==> config.mk <==
export PLATFORM = sky130hd
export DESIGN_NAME = puf_race_sequencer
export DESIGN_NICKNAME = d
export VERILOG_FILES = /design/src/rtl/puf_race_sequencer.sv
export SDC_FILE = /design/constraint.sdc
export NUM_CORES = 1
export LEC_CHECK = 0
export ABC_AREA = 1
export CORE_MARGIN = 1.5
export CORE_UTILIZATION = 45
export DETAILED_ROUTE_END_ITERATION = 7
export PLACE_DENSITY = 0.74
export REMOVE_ABC_BUFFERS = 1
export SETUP_SLACK_MARGIN = 0.4
export SLEW_MARGIN = 0
export SYNTH_ARGS = -nofsm -noshare
export SYNTH_HDL_FRONTEND = slang
export SYNTH_SLANG_ARGS = --single-unit
==> constraint.sdc <==
create_clock -name clk -period 1.8 [get_ports clk]
set_input_delay 0.45 -clock clk [delete_from_list [all_inputs] [get_ports clk]]
set_output_delay 0.45 -clock clk [all_outputs]
set_load 0.005 [all_outputs]
==> src/rtl/puf_race_sequencer.sv <==
// RO-PUF response sequencer: per response bit, stages the scrambler/counter/arbiter resets,
// waits for the race result and collects it. Optional build macro: MAJORITY_VOTE_EN (3 races per bit).
module puf_race_sequencer #(
    parameter int RESP_BITS  = 8,
    parameter int CHAL_W     = 8,
    parameter int RST_CYCLES = 4,
    parameter int TIMEOUT    = 1024
) (
    input  logic                         clk,
    input  logic                         rst,
    input  logic                         start,
    input  logic [CHAL_W-1:0]            challenge,
    output logic                         busy,
    output logic [CHAL_W-1:0]            chal_word,
    output logic [$clog2(RESP_BITS)-1:0] bit_idx,
    output logic                         scrambler_rst,
    output logic                         counter_rst,
    output logic                         arbiter_rst,
    input  logic                         race_done,
    input  logic                         race_winner,
    output logic [RESP_BITS-1:0]         response,
    output logic                         resp_valid,
    input  logic                         resp_ack,
    output logic                         timeout_err,
    output logic [2:0]                   dbg_state
);

    localparam int IDX_W = $clog2(RESP_BITS);
    localparam int HC_W  = $clog2(RST_CYCLES + 1);
    localparam int WC_W  = $clog2(TIMEOUT);
    localparam logic [IDX_W-1:0] LAST_IDX  = IDX_W'(RESP_BITS - 1);
    localparam logic [HC_W-1:0]  HOLD_LAST = HC_W'(RST_CYCLES - 1);
    localparam logic [WC_W-1:0]  WAIT_LAST = WC_W'(TIMEOUT - 1);

    typedef enum logic [2:0] {
        S_IDLE, S_HOLD, S_REL_SCR, S_REL_CNT, S_RACE, S_NEXT, S_DONE
    } state_t;

    state_t                r_state;
    state_t                w_state_nxt;
    logic [HC_W-1:0]       r_hold_cnt;
    logic [WC_W-1:0]       r_wait_cnt;
    logic [IDX_W-1:0]      r_bit_idx;
    logic [CHAL_W-1:0]     r_chal;
    logic [RESP_BITS-1:0]  r_resp;
    logic                  r_valid;
    logic                  r_terr;
    logic                  w_wait_last;
    logic                  w_bit_done;

`ifdef MAJORITY_VOTE_EN
    logic [1:0]            r_vote_cnt;
    logic [1:0]            r_ones_cnt;
    assign w_bit_done = (r_vote_cnt == 2'd2);
`else
    assign w_bit_done = 1'b1;
`endif

    assign w_wait_last = (r_wait_cnt == WAIT_LAST);

    assign busy        = (r_state != S_IDLE);
    assign chal_word   = r_chal;
    assign bit_idx     = r_bit_idx;
    assign response    = r_resp;
    assign resp_valid  = r_valid;
    assign timeout_err = r_terr;
    assign dbg_state   = r_state;

    // Resets are asserted together and released one per cycle: scrambler, counter, arbiter.
    always_comb begin
        w_state_nxt   = r_state;
        scrambler_rst = 1'b1;
        counter_rst   = 1'b1;
        arbiter_rst   = 1'b1;
        case (r_state)
            S_IDLE:    if (start) w_state_nxt = S_HOLD;
            S_HOLD:    if (r_hold_cnt == HOLD_LAST) w_state_nxt = S_REL_SCR;
            S_REL_SCR: begin
                scrambler_rst = 1'b0;
                w_state_nxt   = S_REL_CNT;
            end
            S_REL_CNT: begin
                scrambler_rst = 1'b0;
                counter_rst   = 1'b0;
                w_state_nxt   = S_RACE;
            end
            S_RACE: begin
                scrambler_rst = 1'b0;
                counter_rst   = 1'b0;
                arbiter_rst   = 1'b0;
                if (race_done || w_wait_last) w_state_nxt = S_NEXT;
            end
            S_NEXT: begin
                if (w_bit_done && (r_bit_idx == LAST_IDX)) w_state_nxt = S_DONE;
                else                                         w_state_nxt = S_HOLD;
            end
            S_DONE:    if (resp_ack) w_state_nxt = S_IDLE;
            default:   w_state_nxt = S_IDLE;
        endcase
    end

    always_ff @(posedge clk) begin
        if (rst) begin
            r_state    <= S_IDLE;
            r_hold_cnt <= '0;
            r_wait_cnt <= '0;
            r_bit_idx  <= '0;
            r_chal     <= '0;
            r_resp     <= '0;
            r_valid    <= 1'b0;
            r_terr     <= 1'b0;
`ifdef MAJORITY_VOTE_EN
            r_vote_cnt <= '0;
            r_ones_cnt <= '0;
`endif
        end else begin
            r_state    <= w_state_nxt;
            r_hold_cnt <= (r_state == S_HOLD) ? r_hold_cnt + 1'b1 : '0;
            r_wait_cnt <= (r_state == S_RACE) ? r_wait_cnt + 1'b1 : '0;
            case (r_state)
                S_IDLE: begin
                    if (start) begin
                        r_chal    <= challenge;
                        r_bit_idx <= '0;
                        r_terr    <= 1'b0;
                        r_resp    <= '0;
`ifdef MAJORITY_VOTE_EN
                        r_vote_cnt <= '0;
                        r_ones_cnt <= '0;
`endif
                    end
                end
                S_RACE: begin
                    // A done in the same cycle as the timeout wins.
                    if (race_done) begin
`ifdef MAJORITY_VOTE_EN
                        r_ones_cnt <= r_ones_cnt + {1'b0, race_winner};
`else
                        r_resp[r_bit_idx] <= race_winner;
`endif
                    end else if (w_wait_last) begin
                        r_terr <= 1'b1;
`ifndef MAJORITY_VOTE_EN
                        r_resp[r_bit_idx] <= 1'b0;
`endif
                    end
                end
                S_NEXT: begin
`ifdef MAJORITY_VOTE_EN
                    if (w_bit_done) begin
                        r_resp[r_bit_idx] <= (r_ones_cnt >= 2'd2);
                        r_vote_cnt        <= '0;
                        r_ones_cnt        <= '0;
                    end else begin
                        r_vote_cnt <= r_vote_cnt + 1'b1;
                    end
`endif
                    if (w_bit_done) begin
                        if (r_bit_idx == LAST_IDX) r_valid   <= 1'b1;
                        else                       r_bit_idx <= r_bit_idx + 1'b1;
                    end
                end
                S_DONE:  if (resp_ack) r_valid <= 1'b0;
                default: ;
            endcase
        end
    end

endmodule
Word-level counts from Yosys, hierarchy flattened
Cells that the tools add are included.

Register bits after elaboration: 37. Latch bits: 0. Bits in writable memories: 0. ROM bits: 0. Output and inout port bits: 28. Memories: 0.

$add $sub $neg: 3. $mul: 0. Div/mod/pow operators: 0. $lt $le $gt $ge: 2. Equality and inequality tests: 18. Shift-type cells: 0. Multiplexer cells: 26. Bitwise logic cells: 4. Reduce and logical (&&, ||, !) cells: 17.

Operators by type and width (number): $mux 8 (3); $mux 3 (7); $pmux 3 s7 (1); $ne 2x2->1 const B (8); $pmux 8 s2 (1); $eq 3x3->1 const B (4); $add 10x1->10 const B (1); $eq 10x10->1 const B (1); $eq 3x2->1 const B (3); $mux 1 (9); $reduce_and 3->1 (3); $and 8x8->8 (1); $bwmux 8 (1); $not 8->8 (1); $reduce_and 4->1 (2); $add 3x1->3 const B (2); $pmux 3 s2 (1); $reduce_bool 2->1 (3); $reduce_or 2->1 (3); $lt 3x4->1 const B (1); $pmux 1 s2 (2); $demux 1 s3 (1); $eq 3x1->1 const B (1); $ge 3x1->1 const B (1); other kinds (8) (9).

Depth between registers and ports, before layout
Gate-level depths: netlist of run 1.

Word-level depth: 9. Mapped depth: 9. Gate-level depth less buffers: 9.

Worst setup path after synthesis of run 1
OpenSTA, ideal clock, no wires.

Kind: register to register. Start point: register r_wait_cnt[0]. End point: register r_state[0] (netlist: dbg_state[0]). Setup time: 114 ps. Arrival: 1209 ps. Data required time: 1686 ps. Slack: 478 ps. Cell stages (with the launch flop): 9. Cells stage by stage: dfxtp_1 -> ha_1 -> nand2_1 -> nor2_1 -> nand3_1 -> nand3_1 -> nand2_1 -> a21oi_1 -> nor2_1.

Longest elaborated chain between the ends: 4.

RTL lines: start, declared (RTL line 42) `logic [WC_W-1:0] r_wait_cnt;`; start signal, assigned (RTL line 119) `r_wait_cnt <= (r_state == S_RACE) ? r_wait_cnt + 1'b1 : '0;`; $eq 10x10->1 (RTL line 59) `assign w_wait_last = (r_wait_cnt == WAIT_LAST);`; $logic_or 1x1->1 (RTL line 91) `if (race_done || w_wait_last) w_state_nxt = S_NEXT;`; $ne 2x2->1 (no line); $reduce_and 4->1 (no line); end signal, assigned (RTL line 117) `r_state <= w_state_nxt;`; end, declared (RTL line 39) `state_t r_state;`.

No other way between the ends. A chain may end at the register's enable or synchronous reset.

Final worst setup path of run 1
Start point: register r_state[0] (netlist: dbg_state[0]). End point: output port arbiter_rst.

Longest elaborated chain between the ends: 2.

RTL lines: $eq 3x3->1 (RTL line 75) `case (r_state)`; $mux 1 (RTL line 75); end, declared (RTL line 18) `output logic arbiter_rst,`.

No other way between the ends.

==> impl_metrics.yaml, run 1 <==
run_status:
  status: "complete, no violations"
critical_path:
  r2r-start: "dbg_state[0]$_SDFFE_PP0P_"
  worst_setup_path_start_kind: "register"
  r2r_slack_ns: 0.30
  criticalPathCategory: "reg2out"
  max_stage_delay_ns: 0.37
  critPathTopFamily: "flip-flops"
  critPathSlowestCell: "dfxtp_4"
  path_buf_inv: 2
  required_ns: 1.35
  r2r-end: "response[4]$_SDFFE_PP0P_"
  path_cells: "nor2_4, nand2_4, buf_4, buf_6"
  crit_fanout: 4
  end_kind: "output port"
  cp.depth: 4
  arrival_ns: 1.13
  reg2regPathDepth: 10
cells_and_area:
  antenna_cells: 0
  final_nets: 318
  fin_area_um2: 2630
  drive_above_1_share: 0.307
  syn_to_final_growth_pct: 52.2
global_route:
  grt_use_met2: 0.360
  use_met1: 0.278
  busiest_layer: "met2"
  grt_util_all_layers: 0.225
  grt_pass1_wl_um: 7200
  first_global_vias: 1587
  antenna_found_initial: 0
  grt_max_degree: 17
  met3_usage: 0.0729
  grt_remaining_overflow: 0
placed_design:
  gp_congestion: 0.898
  dp_hpwl_um: 2870
  placed_area_um2: 2250
  port_buffers: 41
detailed_routing:
  drt_iter0_drc: 95
  vias: 1758
  routedWlPerCell_um: 13.0
  postRouteAntennaNets: 0
  viasPerCell: 5.05
  drt-total-wl_um: 4520
  firstDrtPassIters: 4
  route.detailed.drc: 0
worst_hold_path:
  hp-class: "reg2reg"
  min_from: "r_hold_cnt[0]$_SDFF_PP0_"
  min_path_cells: 1
  hold_path_end: "r_hold_cnt[0]$_SDFF_PP0_"
timing:
  grt_setup_unrepaired: "true"
  setup_viol: 0
  slew_headroom: 0.811
  hold_viol: 0
  tightest_slew_ns: 0.283
  fmax_mhz: 632
  period_needed_ns: 1.58
  setup_tns_ns: 0
  finalCritPeriodShare: 0.880
  slew_violations: 0
  fin_skew_ns: 0.00281
synth:
  synth.area.top_cells: "dfxtp_1 43%, nand2_1 8.5%, a21oi_1 7.5%"
  synth_seq_area_share: 0.429
  synth_cell_type_count: 28
  synth_area_um2: 1730
  syn_area_per_cell_um2: 7.37
  yosys.area.top_type: "dfxtp_1"
  yosys.area.top_type_share: 0.429
  yosysWarnings: 0
  synth_cells: 234
  ys_ff_latch: 37
floorplan:
  initial_utilization: 0.471
  fp.dieW_um: 64.9
  row_count: 22
  die_y_um: 64.9
  top_level_ports: 42
  fp.coreArea_um2: 3660
  die_area_um2: 4210
pwr:
  p_leak_nw: 1.14
  power_density_nw_per_um2: 900
  power_mw: 2.36
  ir_worst_vdd_mv: 0.851
cts:
  hold_buffers: 0
  clk_transition_reported_paths_ns: 0.07
  clkLatencyLatePin_ns: 0.29
  clockBufferDepth: 2
  cts_tree: "yes"
  clock-root-buffer: "clkbuf_8"
  numCtsBuffers: 5
  h-tree-depth: 2
  cts.sinks: 37
job:
  drv_cap: 0
-- registers in the layout, summed over array words and instances, names as in the netlist --
register and cells:
bit_idx 3, chal_word 8, dbg_state 3, r_hold_cnt 3
r_wait_cnt 10, resp_valid 1, response 8, timeout_err 1
-- per-layer routing --
metal,up-vias,wire length [um]
met3,7,201
li1,907,-
met2,32,2250
met1,812,2000
met5,-,0
met4,0,70
-- where the power goes --
group          switching [mW]  internal [mW]  total (mW)
Sequential             0.0534          0.892       0.946
Combinational           0.445          0.421       0.866
Clock                   0.278          0.275       0.553
-- final cells by class --
class / count / area (um2)
tap: 48 / 60.1
fill: 276 / 1030
timing repair buffer: 65 / 599
inverter: 32 / 126
sequential: 37 / 767
multi-input combinational: 158 / 993
clock buffer: 8 / 80.1
-- worst max path at each step --
stage	start	to	slack (ns)
after global placement	dbg_state[2]$_SDFFE_PP0P_	scrambler_rst	0.06
after global routing	dbg_state[2]$_SDFFE_PP0P_	scrambler_rst	0.17
after floorplan	dbg_state[2]$_SDFFE_PP0P_	response[7]$_SDFFE_PP0P_	0.44
after detailed placement	dbg_state[2]$_SDFFE_PP0P_	scrambler_rst	0.06
after CTS	response[7]$_SDFFE_PP0P_	response[7]	0.20
final	dbg_state[0]$_SDFFE_PP0P_	arbiter_rst	0.22
-- placed cells by master, fill, tap and decap left out, types with 5 or more instances in the layout --
master	n
o31ai_1	6
buf_4	16
clkbuf_8	5
nor2_4	6
nor2_1	16
nand4_1	9
clkdlybuf4s50_1	14
dfxtp_1	26
dfxtp_4	5
dfxtp_2	6
o21ai_1	5
inv_1	24
nand2_1	29
buf_6	8
dlygate4sd2_1	19
nand3_1	9
o21ai_0	8
nand2_4	5
a21oi_1	23
nand2_2	8
-- through the flow --
| step | cells | worst slack, ns | utilization | hold WS, ns |
|---|---|---|---|---|
| 6_report | 348 | 0.217 | 0.717 | 0.422 |
| 5_1_grt | 348 | 0.169 | 0.717 | 0.445 |
| 4_1_cts | 344 | 0.198 | 0.673 | 0.422 |
| 3_5_place_dp | 327 | 0.0598 | 0.614 | 0.411 |
| 3_3_place_gp | 327 | 0.0646 | 0.614 | 0.414 |
| 2_1_floorplan | 226 | 0.440 | - | 0.399 |
-- cell usage after synthesis --
cell      number
nand2_2        2
inv_1         28
nor3b_1        1
a22oi_1        1
dfxtp_1       37
nor2_1        22
buf_2          5
nor3_1         5
nor2_4         1
inv_2          2
nor2_2         3
ha_1           5
nand3_2        1
a211oi_1       1
nand3b_1       2
o21ai_1        1
nor2_8         1
clkbuf_1       3
nand3_1       12
clkinv_1       2
a21oi_1       26
nand2_1       39
a31oi_1        1
o21ai_0       15
o31ai_1        6
nand4_1        9
or2_2          1
xor2_1         2
-- cell families after synthesis --
group                    count (synthesis)  synth area share
XOR/XNOR                                 2            0.0102
adder cells (fa/ha/maj)                  5            0.0363
flip-flops                              37             0.429
AND/OR/NAND/NOR                         99             0.273
buffers and inverters                   40            0.0906
AO/OA/AOI/OAI                           51             0.160
-- what timing repair did --
action / in CTS / in global routing
resized for setup: 87 / 41
buffers inserted: 8 / 3
pin swaps: 10 / 19
endpoints found under the setup margin: 43 / 38
gates cloned: 1 / 1
Power figures use the tool's default switching activity.
==> inputs of run 2 (changes only) <==
- clock period: 1.8 -> 1.6 ns (I/O delays scaled with it)
==> impl_metrics.yaml, run 2 (synthesis gave the netlist of run 1 again) <==
run_status:
  status: "complete, but fails checks"
  violations: "negative setup slack"
pwr:
  p_sw_frac: 0.328
  p_sw_mw: 1.05
  ir_worst_vdd_mv: 1.12
  p_leak_nw: 1.25
  clkPwrFrac: 0.263
  power.internal_mw: 2.15
  seqPwrFrac: 0.335
  combinationalPowerShare: 0.402
  power_mw: 3.20
  power_density_nw_per_um2: 1060
floorplan:
  row_count: 22
  die_area_um2: 4210
  initial_utilization: 0.471
  fp.dieW_um: 64.9
  top_level_ports: 42
  die_y_um: 64.9
  fp.coreArea_um2: 3660
cts:
  clk_transition_reported_paths_ns: 0.07
  cts.sinks: 37
  clkLatencyLatePin_ns: 0.29
  cts_tree: "yes"
  hold_buffers: 0
  numCtsBuffers: 5
  h-tree-depth: 2
  clock-root-buffer: "clkbuf_8"
  clockBufferDepth: 2
detailed_routing:
  drt-total-wl_um: 6220
  drt_iter0_drc: 160
  firstDrtPassIters: 5
  vias: 1983
  routedWlPerCell_um: 16.8
  route.detailed.drc: 0
  postRouteAntennaNets: 0
  viasPerCell: 5.35
timing:
  hold_slack_ns: 0.420
  fmax_mhz: 620
  fin_skew_ns: 0.00924
  layout_setup_ws_ns: -0.0142
  grt_setup_unrepaired: "true"
  finalCritPeriodShare: 1.01
  period_needed_ns: 1.61
  hold_viol: 0
  setup_viol: 1
  tightest_slew_ns: 0.381
  slew_headroom: 0.744
  slew_violations: 0
cells_and_area:
  antenna_cells: 0
  regMostFlops: "r_wait_cnt"
  final_nets: 341
  drive_above_1_share: 0.576
  syn_to_final_growth_pct: 75.7
  final_util: 0.828
  fin_area_um2: 3030
  fill_cells: 214
  layout_commonest_cell: "buf_4"
  largest_reg_flops: 10
  final_cell_mix: "26 x buf_4, 25 x buf_6, 23 x inv_1, 23 x dfxtp_2"
critical_path:
  required_ns: 1.81
  path_buf_inv: 4
  crit_fanout: 8
  end_kind: "register"
  criticalPathCategory: "reg2reg"
  max_stage_delay_ns: 0.37
  critPathTopFamily: "simple AND/OR/NAND/NOR gates"
  arrival_ns: 1.82
  path_cells: "nor2_4, buf_4, buf_4, buf_4, nand3_2, nor2_2, buf_6, nand4_1, a21oi_1"
  critPathMostFrequentCell: "buf_4"
  critPathSlowestCell: "dfxtp_4"
  worst_setup_path_start_kind: "register"
global_route:
  first_global_vias: 1935
  grt_max_degree: 17
  grt_remaining_overflow: 0
  grt_util_all_layers: 0.268
  grt_pass1_wl_um: 8580
  antenna_found_initial: 0
placed_design:
  port_buffers: 41
  placed_area_um2: 2320
  dp_hpwl_um: 2970
  dp_slack_ns: -0.116
  gp_congestion: 0.910
worst_hold_path:
  hp-class: "reg2reg"
job:
  drv_cap: 0
run 2: cell count changes in the layout (fill, tap and decap cells not counted), moves of 5 or more:
cell           previous run  this run
dfxtp_2                   6        23
a21oi_1                  23        16
buf_2                     4        21
nand3_1                   9         3
buf_6                     8        25
dlygate4sd2_1            19         1
buf_4                    16        26
o21ai_0                   8         2
nor2_4                    6        11
dfxtp_1                  26        10
a21oi_2                   3        10
nand2_1                  29        21
o21ai_1                   5        10
nand2_2                   8        13
run 2: routing by layer:
layer	up-vias	global-route usage	part of all wire
li1	956	-	-
met2	70	0.477	0.53
met1	936	0.302	0.39
met3	21	0.0799	0.036
met5	-	0	0
met4	0	0.0904	0.035
run 2: worst paths after layout:
check	slack [ns]	depth (start not counted)	endpoint	startpoint
worst min register to register	0.42	1	r_hold_cnt[0]$_SDFF_PP0_	r_hold_cnt[0]$_SDFF_PP0_
worst max register to register	-0.01	9	response[3]$_SDFFE_PP0P_	dbg_state[0]$_SDFFE_PP0P_
worst min-delay path	0.42	1	r_hold_cnt[0]$_SDFF_PP0_	r_hold_cnt[0]$_SDFF_PP0_
worst max-delay path	-0.01	9	response[3]$_SDFFE_PP0P_	dbg_state[0]$_SDFFE_PP0P_
run 2: worst register-to-register path, stage by stage, from the launching register on:
cell and delay (ns):
dfxtp_4 0.37, nor2_4 0.15, buf_4 0.13, buf_4 0.09
buf_4 0.09, nand3_2 0.07, nor2_2 0.18, buf_6 0.16
nand4_1 0.10, a21oi_1 0.21
run 2: timing repair:
action | 4_1_cts | 5_1_grt
gates resized for setup | 220 | 61
pin swaps | 24 | 28
gates cloned | 1 | 0
buffers inserted | 14 | 11
setup endpoints to repair | 65 | 43
run 2: power by group through the flow:
stage | clock (mW) | sequential, mW | combinational, mW
after detailed placement | 0 | 1.08 | 0.796
after global placement | 0 | 1.08 | 0.784
after global routing | 0.899 | 1.08 | 1.36
after floorplan | 0 | 1.09 | 0.342
final | 0.841 | 1.07 | 1.29
after CTS | 0.846 | 1.07 | 1.01
run 2: metrics by stage:
stage / TNS (ns) / instances
after floorplan: 0 / 226
after global placement: -0.498 / 337
after detailed placement: -0.792 / 337
after CTS: 0 / 360
after global routing: -0.219 / 371
final: -0.0142 / 371
run 2: cell type report:
type	instances	area [um2]	area share
flip-flops and latches	37	785	0.259
multi-input cells	158	1190	0.394
clock buffers	7	86.3	0.0285
repair buffers	88	741	0.244
inverters	32	136	0.0450
clock inverters	1	30.0	0.00991
well taps	48	60.1	0.0198
==> inputs of run 3 (changes only) <==
- CTS_CLUSTER_SIZE: unset -> 28
- SKIP_LAST_GASP: unset -> 1
==> impl_metrics.yaml, run 3 (synthesis gave the netlist of run 1 again) <==
timing:
  slew_headroom: 0.784
  hold_slack_ns: 0.425
  finalCritPeriodShare: 1.02
  fmax_mhz: 611
  hold_viol: 0
  period_needed_ns: 1.64
  layout_setup_ws_ns: -0.0379
  slew_violations: 0
  tightest_slew_ns: 0.324
  fin_skew_ns: 0.00503
  grt_setup_unrepaired: "true"
  setup_viol: 1
global_route:
  first_global_vias: 1935
  met3_usage: 0.0799
  use_met1: 0.302
  grt_use_met2: 0.477
  grt_max_degree: 17
  grt_pass1_wl_um: 8580
  grt_remaining_overflow: 0
  antenna_found_initial: 0
  grt_util_all_layers: 0.268
  busiest_layer: "met2"
critical_path:
  criticalPathCategory: "reg2reg"
  required_ns: 1.79
  worst_setup_path_start_kind: "register"
  arrival_ns: 1.83
  end_kind: "register"
  crit_fanout: 5
  reg2regPathDepth: 10
cells_and_area:
  syn_to_final_growth_pct: 71.4
  regMostFlops: "r_wait_cnt"
  antenna_cells: 0
  drive_above_1_share: 0.548
  layout_commonest_cell: "buf_4"
  final_nets: 341
  largest_reg_flops: 10
  final_cell_mix: "28 x buf_4, 23 x inv_1, 23 x nand2_1, 23 x dfxtp_2"
worst_hold_path:
  hp-class: "reg2reg"
  min_path_cells: 1
placed_design:
  gp_congestion: 0.910
  dp_slack_ns: -0.116
  port_buffers: 41
  dp_hpwl_um: 2970
cts:
  hold_buffers: 0
  h-tree-depth: 2
  cts.sinks: 37
  clockBufferDepth: 2
  clock-root-buffer: "clkbuf_8"
  clk_transition_reported_paths_ns: 0.07
  numCtsBuffers: 5
  cts_tree: "yes"
  clkLatencyLatePin_ns: 0.30
pwr:
  power_density_nw_per_um2: 1060
  p_leak_nw: 1.24
  ir_worst_vdd_mv: 1.09
detailed_routing:
  route.detailed.drc: 1
  routedWlPerCell_um: 16.3
  firstDrtPassIters: 7
  viasPerCell: 5.27
  drt-total-wl_um: 6070
  drt_iter0_drc: 136
  postRouteAntennaNets: 0
  vias: 1956
floorplan:
  fp.coreArea_um2: 3660
  fp.dieW_um: 64.9
  top_level_ports: 42
  row_count: 22
  die_y_um: 64.9
  initial_utilization: 0.471
  die_area_um2: 4210
run_status:
  violations: "design-rule violations, negative setup slack"
  status: "complete, but fails checks"
job:
  drv_cap: 0
[run 3: changes by cell type in the layout (fill, tap and decap cells not counted), moves of 3 or more]
| cell | previous run | this run |
|---|---|---|
| buf_6 | 25 | 22 |
| a21oi_2 | 10 | 6 |
| nor2_2 | 2 | 6 |
| a21oi_1 | 16 | 20 |
| nor2_4 | 11 | 6 |
[run 3: layout make-up]
class	count	area, um2
multi-input combinational	158	1140
timing repair buffer	88	727
tap	48	60.1
sequential	37	785
inverter	32	134
fill	230	703
clock inverter	1	30.0
clock buffer	7	86.3
[run 3: what timing repair did]
action,in CTS,in global routing
pin swaps,24,28
setup endpoints to repair,65,43
resized for setup,220,43
cloned,1,0
buffers inserted,14,11
[run 3: critical path, stage by stage, from the launching register on]
cell and delay (ns):
dfxtp_2 0.35, buf_6 0.12, inv_4 0.04, buf_6 0.11, buf_6 0.13, nor2_8 0.12
nand4_1 0.19, nand2_4 0.16, nand3b_1 0.14, nand2_1 0.10, nor2_1 0.05
[run 3: through the flow]
stage,area (um2),utilization,power [mW],setup TNS [ns],instances
after floorplan,1690,-,1.43,0,226
after global placement,2320,0.635,1.87,-0.498,337
after detailed placement,2320,0.635,1.88,-0.792,337
after CTS,2730,0.745,2.92,0,360
after global routing,2960,0.808,3.28,-0.131,371
final,2960,0.808,3.14,-0.0379,371
[run 3: report_power, final]
| group | leakage, nW | internal (mW) | switching (mW) | total (mW) |
|---|---|---|---|---|
| Clock | 0.0585 | 0.508 | 0.335 | 0.843 |
| Combinational | 0.867 | 0.606 | 0.623 | 1.23 |
| Sequential | 0.314 | 1.01 | 0.0597 | 1.07 |
| Total | 1.24 | 2.13 | 1.02 | 3.14 |
[run 3: final timing paths]
| kind | slack (ns) | endpoint | start |
|---|---|---|---|
| worst min register to register | 0.43 | r_hold_cnt[0]$_SDFF_PP0_ | r_hold_cnt[0]$_SDFF_PP0_ |
| worst max register to register | -0.04 | response[7]$_SDFFE_PP0P_ | dbg_state[2]$_SDFFE_PP0P_ |
| worst max-delay path | -0.04 | response[7]$_SDFFE_PP0P_ | dbg_state[2]$_SDFFE_PP0P_ |
| worst min-delay path | 0.43 | r_hold_cnt[0]$_SDFF_PP0_ | r_hold_cnt[0]$_SDFF_PP0_ |
[run 3: layer usage]
layer,vias to the layer above,share of wire
met1,919,0.39
met3,20,0.045
met5,-,0
met2,63,0.54
met4,0,0.029
li1,954,-
